==> src/rtl/passcode_controller.sv <==
// Passcode screen sequencer: mic-triggered show, 4-digit BCD entry, code check, retry limit.
// Define PASSCODE_LOCKOUT_EN to build the timed LOCKOUT state; otherwise fail_cnt just saturates.
module passcode_controller #(
  parameter logic [15:0] CODE        = 16'h2026,
  parameter int          MAX_TRIES   = 3,
  parameter int          SHOW_CYC    = 100_000_000,
  parameter int          LOCKOUT_CYC = 500_000_000
) (
  input  logic       clk,
  input  logic       rst_n,
  input  logic       mic_trig,
  input  logic       btn_up,
  input  logic       btn_down,
  input  logic       btn_next,
  input  logic       lock,
  output logic       show_code,
  output logic       invert,
  output logic       unlocked,
  output logic       lockout,
  output logic [1:0] digit_idx,
  output logic [3:0] digit_val,
  output logic [3:0] fail_cnt
);

  if (MAX_TRIES < 1 || MAX_TRIES > 15 || SHOW_CYC < 1 || LOCKOUT_CYC < 1) begin : g_bad_cfg
    $error("passcode_controller: illegal parameter set");
  end

  typedef enum logic [2:0] {
    S_LOCKED,
    S_SHOW,
    S_ENTRY,
    S_CHECK,
    S_UNLOCKED
`ifdef PASSCODE_LOCKOUT_EN
    , S_LOCKOUT
`endif
  } state_t;

  localparam logic [31:0] SHOW_LAST = 32'(SHOW_CYC - 1);
  localparam logic [3:0]  MAX_FAIL  = 4'(MAX_TRIES);
`ifdef PASSCODE_LOCKOUT_EN
  localparam logic [31:0] LOCK_LAST = 32'(LOCKOUT_CYC - 1);
`endif

  state_t          state_q, state_d;
  logic [31:0]     timer_q, timer_d;
  logic [3:0][3:0] entry_q, entry_d;   // entry_q[3] is digit 0 (leftmost)
  logic [1:0]      idx_q, idx_d;
  logic [3:0]      fail_q, fail_d;
  logic            show_q, show_d;
  logic            inv_q, inv_d;
  logic            unl_q, unl_d;
  logic [3:0]      val_q, val_d;

  logic [3:0] cur_digit, digit_inc, digit_dec, fail_inc;
  logic       cnt_en;

  assign cur_digit = entry_q[2'd3 - idx_q];
  assign digit_inc = (cur_digit >= 4'd9) ? 4'd0 : cur_digit + 4'd1;
  assign digit_dec = (cur_digit == 4'd0) ? 4'd9 : cur_digit - 4'd1;
  assign fail_inc  = fail_q + 4'd1;

  always_comb begin
    state_d = state_q;
    entry_d = entry_q;
    idx_d   = idx_q;
    fail_d  = fail_q;
    case (state_q)
      S_LOCKED: if (mic_trig) state_d = S_SHOW;
      S_SHOW: begin
        if (timer_q == SHOW_LAST || btn_next) begin
          state_d = S_ENTRY;
          idx_d   = 2'd0;
          entry_d = '0;
        end
      end
      S_ENTRY: begin
        // next wins over up/down; up and down together cancel
        if (btn_next) begin
          if (idx_q == 2'd3) state_d = S_CHECK;
          else               idx_d   = idx_q + 2'd1;
        end else if (btn_up ^ btn_down) begin
          entry_d[2'd3 - idx_q] = btn_up ? digit_inc : digit_dec;
        end
      end
      S_CHECK: begin
        if (entry_q == CODE) begin
          fail_d  = 4'd0;
          state_d = S_UNLOCKED;
        end else begin
`ifdef PASSCODE_LOCKOUT_EN
          fail_d  = fail_inc;
          state_d = (fail_inc == MAX_FAIL) ? S_LOCKOUT : S_LOCKED;
`else
          if (fail_q < MAX_FAIL) fail_d = fail_inc;
          state_d = S_LOCKED;
`endif
        end
      end
      S_UNLOCKED: if (lock) state_d = S_LOCKED;
`ifdef PASSCODE_LOCKOUT_EN
      S_LOCKOUT: begin
        if (timer_q == LOCK_LAST) begin
          state_d = S_LOCKED;
          fail_d  = 4'd0;
        end
      end
`endif
      default: state_d = S_LOCKED;
    endcase
  end

  // Shared timer: zero on every state entry, counts only in timed states.
`ifdef PASSCODE_LOCKOUT_EN
  assign cnt_en = (state_q == S_SHOW) || (state_q == S_LOCKOUT);
`else
  assign cnt_en = (state_q == S_SHOW);
`endif

  always_comb begin
    timer_d = timer_q;
    if (state_d != state_q) timer_d = '0;
    else if (cnt_en)        timer_d = timer_q + 32'd1;
  end

  // Outputs are decoded from the next state so they register alongside it.
  always_comb begin
    show_d = 1'b0;
    inv_d  = 1'b0;
    unl_d  = 1'b0;
    val_d  = entry_d[2'd3 - idx_d];
    case (state_d)
      S_SHOW:     show_d = 1'b1;
      S_UNLOCKED: begin
        show_d = 1'b1;
        inv_d  = 1'b1;
        unl_d  = 1'b1;
      end
`ifdef PASSCODE_LOCKOUT_EN
      S_LOCKOUT: begin
        show_d = 1'b1;
        inv_d  = timer_d[24];
      end
`endif
      default: ;
    endcase
  end

  always_ff @(posedge clk or negedge rst_n) begin
    if (!rst_n) begin
      state_q <= S_LOCKED;
      timer_q <= '0;
      entry_q <= '0;
      idx_q   <= '0;
      fail_q  <= '0;
      show_q  <= 1'b0;
      inv_q   <= 1'b0;
      unl_q   <= 1'b0;
      val_q   <= '0;
    end else begin
      state_q <= state_d;
      timer_q <= timer_d;
      entry_q <= entry_d;
      idx_q   <= idx_d;
      fail_q  <= fail_d;
      show_q  <= show_d;
      inv_q   <= inv_d;
      unl_q   <= unl_d;
      val_q   <= val_d;
    end
  end

`ifdef PASSCODE_LOCKOUT_EN
  logic lko_q;
  always_ff @(posedge clk or negedge rst_n) begin
    if (!rst_n) lko_q <= 1'b0;
    else        lko_q <= (state_d == S_LOCKOUT);
  end
  assign lockout = lko_q;
`else
  assign lockout = 1'b0;
`endif

  assign show_code = show_q;
  assign invert    = inv_q;
  assign unlocked  = unl_q;
  assign digit_idx = idx_q;
  assign digit_val = val_q;
  assign fail_cnt  = fail_q;

endmodule
==> config.mk <==
export PLATFORM = sky130hd
export DESIGN_NAME = passcode_controller
export DESIGN_NICKNAME = d
export VERILOG_FILES = /design/src/rtl/passcode_controller.sv
export SDC_FILE = /design/constraint.sdc
export NUM_CORES = 1
export LEC_CHECK = 0
export ABC_AREA = 1
export BUFFER_PORTS_ARGS = -buffer_cell sky130_fd_sc_hd__clkbuf_2
export CELL_PAD_IN_SITES_DETAIL_PLACEMENT = 1
export CELL_PAD_IN_SITES_GLOBAL_PLACEMENT = 1
export CORE_UTILIZATION = 45
export DETAILED_ROUTE_END_ITERATION = 8
export PLACE_DENSITY = 0.85
export SLEW_MARGIN = 20
export SYNTH_ARGS = -nofsm -noshare
export SYNTH_HDL_FRONTEND = slang
export SYNTH_SLANG_ARGS = --single-unit
==> constraint.sdc <==
create_clock -name clk -period 2.2 [get_ports clk]
set_input_delay 0.44 -clock clk [delete_from_list [all_inputs] [get_ports clk]]
set_output_delay 0.44 -clock clk [all_outputs]
set_load 0.005 [all_outputs]
## Word level (Yosys, flattened, before mapping)

Index checks and enable logic that the tools add are counted.

- Multiply operators: 0
- Muxes and demuxes: 31
- Equality and inequality tests: 10
- Shift-type cells: 0
- Div/mod/pow operators: 0
- Bitwise gates (word level): 1
- $lt $le $gt $ge: 5
- Add/sub/neg operators: 7
- Reduce and logical (&&, ||, !) cells: 8

Operator list:

| kind | count |
|---|---|
| $mux W32 | 2 |
| $mux W16 | 3 |
| $add A32 B1 Y32 const B | 1 |
| $eq A32 B27 Y1 const B | 1 |
| $mux W4 | 8 |
| $pmux W16 S2 | 1 |
| $mux W3 | 6 |
| $bmux W4 S2 | 2 |
| $bwmux W16 | 1 |
| $eq A16 B14 Y1 const B | 1 |
| $pmux W3 S5 | 1 |
| $add A4 B1 Y4 const B | 2 |
| $demux W4 S2 | 1 |
| $eq A3 B1 Y1 const B | 2 |
| $eq A3 B2 Y1 const B | 2 |
| $eq A3 B3 Y1 const B | 2 |
| $lt A2 B3 Y1 const B | 2 |
| $mux W2 | 3 |
| $ge A4 B4 Y1 const B | 1 |
| $logic_not A4 Y1 | 1 |
| $lt A4 B2 Y1 const B | 1 |
| $pmux W2 S2 | 1 |
| $reduce_bool A2 Y1 | 2 |
| $sub A2 B2 Y2 const A | 2 |
| 12 further kinds | 13 |

- Output and inout bits: 14
- Memories: 0
- ROM bits: 0
- Word-level logic and storage cells: 73
- Latch bits: 0
- Flip-flop bits (word level): 63
- RAM bits: 0

## Depth between registers and ports, before layout

- Depth after elaboration: 12
- Mapped depth: 18
- Depth with buffers taken out: 17

## Least setup slack after synthesis

Ideal clock, no wire load.

- Kind: flip-flop to flip-flop
- Start: register idx_q[0], in the netlist digit_idx[0]
- End: register val_q[2], in the netlist digit_val[2]
- Arrival: 1956 ps
- Stages on the path, launching flop included: 17
- Path slack: 179 ps
- Buffers on the path: 2
- Path through: dfrtp_1 -> buf_2 -> buf_2 -> nand3_1 -> nand2_1 -> nor2_1 -> ha_1 -> inv_1 -> nor2_1 -> nand2_1 -> nand2_1 -> nand4_1 -> nand3_1 -> nand2_1 -> nand3_1 -> nand3_1 -> nand2_1

- Word-level cells in the longest chain between the ends: 12
- Elaborated cells between the ends (all ways): 28
- Those cells by class: add/sub: 5; order compare: 3; eq/ne: 1; mux: 17; reduce/logical: 2

Ends and longest elaborated chain:

| element | RTL line | source |
|---|---|---|
| start, declared | 49 | `logic [1:0] idx_q, idx_d;` |
| start signal, assigned | 165 | `idx_q <= idx_d;` |
| $sub A2 B2 Y2 | 59, 84 |  |
| $bmux W4 S2 | 59 | `assign cur_digit = entry_q[2'd3 - idx_q];` |
| $mux W4 (not written as such) | 59 |  |
| $sub A4 B1 Y4, or another cell as far along | 61 | `assign digit_dec = (cur_digit == 4'd0) ? 4'd9 : cur_digit - 4'd1;` |
| $mux W4 (on tied branches) | 61, 60 |  |
| $mux W4 | 84 | `entry_d[2'd3 - idx_q] = btn_up ? digit_inc : digit_dec;` |
| $bwmux W16 | 84 |  |
| $mux W16 | 83 | `end else if (btn_up ^ btn_down) begin` |
| $mux W16 | 80 | `if (btn_next) begin` |
| $pmux W16 S2 | 69 | `case (state_q)` |
| $bmux W4 S2 (*) | 132 | `val_d = entry_d[2'd3 - idx_d];` |
| $mux W4 (not written as such) (*) | 132 |  |
| net val_d[2] | 54 | `logic [3:0] val_q, val_d;` |
| end signal, assigned | 170 | `val_q <= val_d;` |
| end, declared | 54 |  |

The timed path passes the listed nets; every way through them passes the cells marked *. The select of a mux whose other input is x is not followed.
A chain may end at the register's enable or synchronous reset.

## Final worst setup path

Same ends and word-level chain as after synthesis.

==> results.md <==
* CTS hold repair buffers at 0
* Global-route wire length before repair at 21.6 mm
* Register clock-pin slew on the reported worst setup and hold paths at 0.08 ns
* EDFF count, synth at 0
* Arrival time at the worst endpoint at 2.63 ns
* Average vias per placed instance at 5.84
* Path category of the worst min-delay check: in2async
* Clock latency reported for the late side of the worst-skew pair at 0.35 ns
* Post-synthesis instance area at between 4000 and 5000 µm²
* Average detailed-routed wire length per instance at 20.2 µm
* Via Count at 4,382
* Filler cell count at 1,114
* Area delta synth->final at 27.2%
* Total length of routed wires at 15.2 mm
* Measured slew at the worst slew-check pin at 0.531 ns
* Initial antenna violation count at 0
* Number of design rule violations left after detail routing at 0
* Net count of the mapped netlist at 577
* Final cycle utilization of the critical path at 1.09
* IO buf count at 19
* Switching share of power at 0.480
* Clock net sink count at 63
* Slew Limit Headroom at 0.646
* Reported net switching power at 2.79 mW
* Min cycle time layout at 2.39 ns
* Y dimension of the die at 96.8 µm
* Endpoint kind of the worst setup timing path: flop
* Half-perimeter wire length after detailed placement at 9.13 mm
* Post-synthesis async set-or-reset flop share at 1.00
* Vias in the first global route at approximately 4,200
* Path depth of the worst reg2reg path at 13
* Clk root buf: clkbuf_8
* Unique masters post-synth at 35
* FP Rows at 34
* Crit path kind: reg2reg
* Maximum clock frequency at 418 MHz
* Post-synthesis share of cell area spent on full adders, half adders and majority gates at 0.0155
* Worst Hold Slack at 0.0484 ns
* Fraction of final layout cells with drive strength greater than 1 at 0.290
* End point of the critical path: digit_val[2]
* Internal cell power at 3.03 mW
* Relative contribution of combinational cells to total power at 0.568
* Worst setup startpoint: digit_idx[0]
* Residual overflow from global routing at 0
* Global routing usage summed across all routing layers at 0.288
* Main flop type after synthesis: dfrtp_1
* Part of the Yosys area used for sequential elements at 0.390
* Register bit count reported by yosys at 63
* NumNets Final at around 650
* Share of synthesized cell area in and, or, nand and nor gates at 0.418
* Combinational family with the most area after synthesis: simple AND/OR/NAND/NOR gates
* Number of optimization iterations in the first detailed-route pass at 6
* Global placer's final weighted congestion at 0.897
* Number of instances in the synthesized netlist at 565
* Worst setup slack after layout at -0.191 ns
* Required @ worst endpoint at 2.43 ns
* Post-synthesis share of cell area spent on xor and xnor gates at 0.0477
* Boundary Pins at 21
* Final ANT Viol Nets at 0
* Terminus of the critical flop-to-flop path: digit_val[2]
* Floorplan die width at 96.8 µm
* Largest net degree at the start of global routing at 45
* Peak fanout along the critical path at 7
* H-tree depth reported by CTS at 3
* Setup Skew at roughly 0.011 ns
* Static leakage at ~2.5 nW
* Setup-failing EPs final at 37
* Standard cell area after detailed placement at roughly 4400 µm²
* Reg power frac at 0.266
* Mean instance size in the synthesized netlist at approximately 7.2 µm²
* Largest voltage drop on the vdd net at roughly 470 µV
* Endpoints failing hold at 0
* CTS tree: yes
* Violation count after the first detailed-routing iteration at 383
* Core ar. at 8720 µm²
* Area fraction in compound gates after synthesis at 0.0483
* Clk pwr share at 0.166
* Setup repair after global routing missed its margin: true
* Initial Utilization at 0.463
* Num CTS Buffers at 9
* Failing checks: setup timing
* Maximum clock path buffer count at 2
* Power Density at 1130 nW/µm²
* Setup slack, reg-to-reg at -0.19 ns
* Post-synthesis mux area share at 0
* Launching element type of the critical path: flop
* Startpoint of the worst-slack reg-to-reg timing path: digit_idx[0]
* Full die area at 9360 µm²
* Number of synthesis warnings at 0
* Max-Cap Viols at 0
* Diodes inserted at 0
* Final std cell area, no fill at 5140 µm²
* Outcome: complete, but fails checks
* Number of max-slew violations in the final report at 0
==> state kept, by name, summed over array words and instances, names as in the netlist <==
| register | cells |
|---|---|
| unlocked | 1 |
| digit_idx | 2 |
| show_code | 1 |
| digit_val | 4 |
| fail_cnt | 4 |
| entry_q | 16 |
| timer_q | 32 |
| state_q | 3 |
==> critical path, stage by stage (launching register included) <==
cell     delay [ns]
dfrtp_2        0.48
buf_6          0.15
buf_4          0.15
nand2_1        0.06
nand2_1        0.07
nand2_1        0.15
nand2_1        0.14
or2_2          0.31
nand4_1        0.21
nand3_1        0.13
nand2_1        0.11
nand3_1        0.11
nand3_1        0.11
nand2_1        0.08
==> per-layer routing <==
layer | global-route usage | wire, µm
met5 | 0 | 0
met3 | 0.0585 | 1010
met1 | 0.399 | 6630
met4 | 0.0918 | 399
met2 | 0.451 | 7130
==> how the worst min path moves through the flow <==
stage                               to  depth (start not counted)
after floorplan           digit_idx[0]                          0
after global placement     timer_q[22]                          1
after detailed placement   timer_q[24]                          1
after CTS                  timer_q[24]                          1
after global routing       timer_q[24]                          1
final                      timer_q[24]                          1
==> per-stage QoR <==
| step | TNS, ns | std cells | setup WS, ns | util | power [mW] |
|---|---|---|---|---|---|
| after global routing | -7.26 | 750 | -0.321 | 0.589 | 6.09 |
| after floorplan | 0 | 565 | 0.179 | - | 3.05 |
| after CTS | -0.00609 | 737 | -0.00609 | 0.548 | 5.07 |
| final | -3.36 | 750 | -0.191 | 0.589 | 5.82 |
| after detailed placement | -0.347 | 706 | -0.0730 | 0.507 | 3.86 |
| after global placement | -0.0236 | 706 | -0.0236 | 0.507 | 3.77 |
==> cells in the mapped netlist (6+ instances only) <==
cell	n	share of area
nand4_1	20	0.031
a21oi_1	13	0.016
nor2_1	56	0.052
dfrtp_1	63	0.39
inv_1	62	0.058
nand3_1	63	0.078
nand2_1	177	0.16
nor3_1	24	0.030
o21ai_0	10	0.012
nor2_4	10	0.028
xor2_1	16	0.035
xnor2_1	6	0.013
==> cells by family after synthesis <==
group / Yosys count
simple gates: 368
buf+inv: 75
flops: 63
compound gates: 31
xor+xnor: 22
fa+ha+maj: 5
other cells: 1
==> layout by cell type (no fill, tap or decap), types with 2 or more instances in the layout <==
| cell type | synthesis | routed |
|---|---|---|
| a21oi_1 | 13 | 13 |
| a22oi_1 | 2 | 2 |
| buf_12 | 1 | 3 |
| buf_4 | 2 | 45 |
| buf_6 | 1 | 4 |
| clkbuf_2 | 0 | 19 |
| clkbuf_8 | 0 | 11 |
| clkinvlp_4 | 0 | 2 |
| dfrtp_1 | 63 | 61 |
| dfrtp_2 | 0 | 2 |
| ha_2 | 0 | 3 |
| inv_1 | 62 | 56 |
| inv_2 | 1 | 7 |
| nand2_1 | 177 | 145 |
| nand2_2 | 3 | 31 |
| nand2_4 | 0 | 4 |
| nand3_1 | 63 | 52 |
| nand3_2 | 0 | 10 |
| nand3_4 | 1 | 2 |
| nand4_1 | 20 | 20 |
| nor2_1 | 56 | 48 |
| nor2_2 | 2 | 4 |
| nor2_4 | 10 | 16 |
| nor3_1 | 24 | 19 |
| nor3_2 | 3 | 7 |
| nor4_1 | 2 | 2 |
| o21ai_0 | 10 | 5 |
| o21ai_1 | 0 | 4 |
| or2_2 | 5 | 5 |
| xnor2_1 | 6 | 6 |
| xor2_1 | 16 | 16 |
==> what timing repair did <==
action / 4_1_cts / 5_1_grt
gates cloned: 0 / 2
setup endpoints to repair: 25 / 45
resized for setup: 21 / 73
pin swaps: 15 / 31
buffers inserted: 15 / 12
==> power by group through the flow <==
| stage | combinational (mW) | sequential, mW | clock [mW] |
|---|---|---|---|
| finish | 3.30 | 1.55 | 0.966 |
| global route | 3.51 | 1.56 | 1.01 |
| CTS | 2.56 | 1.53 | 0.985 |
| detailed placement | 2.32 | 1.53 | 0 |
| global placement | 2.25 | 1.52 | 0 |
| floorplan | 1.57 | 1.48 | 0 |
==> cell type report <==
class,count,area (µm²),area share
flip-flops and latches,63,1580,0.307
well taps,108,135,0.0263
clock inverters,4,28.8,0.00560
inverters,63,236,0.0460
clock buffers,12,155,0.0302
repair buffers,73,578,0.112
multi-input cells,427,2430,0.472
(Power assumes the default switching activity.)
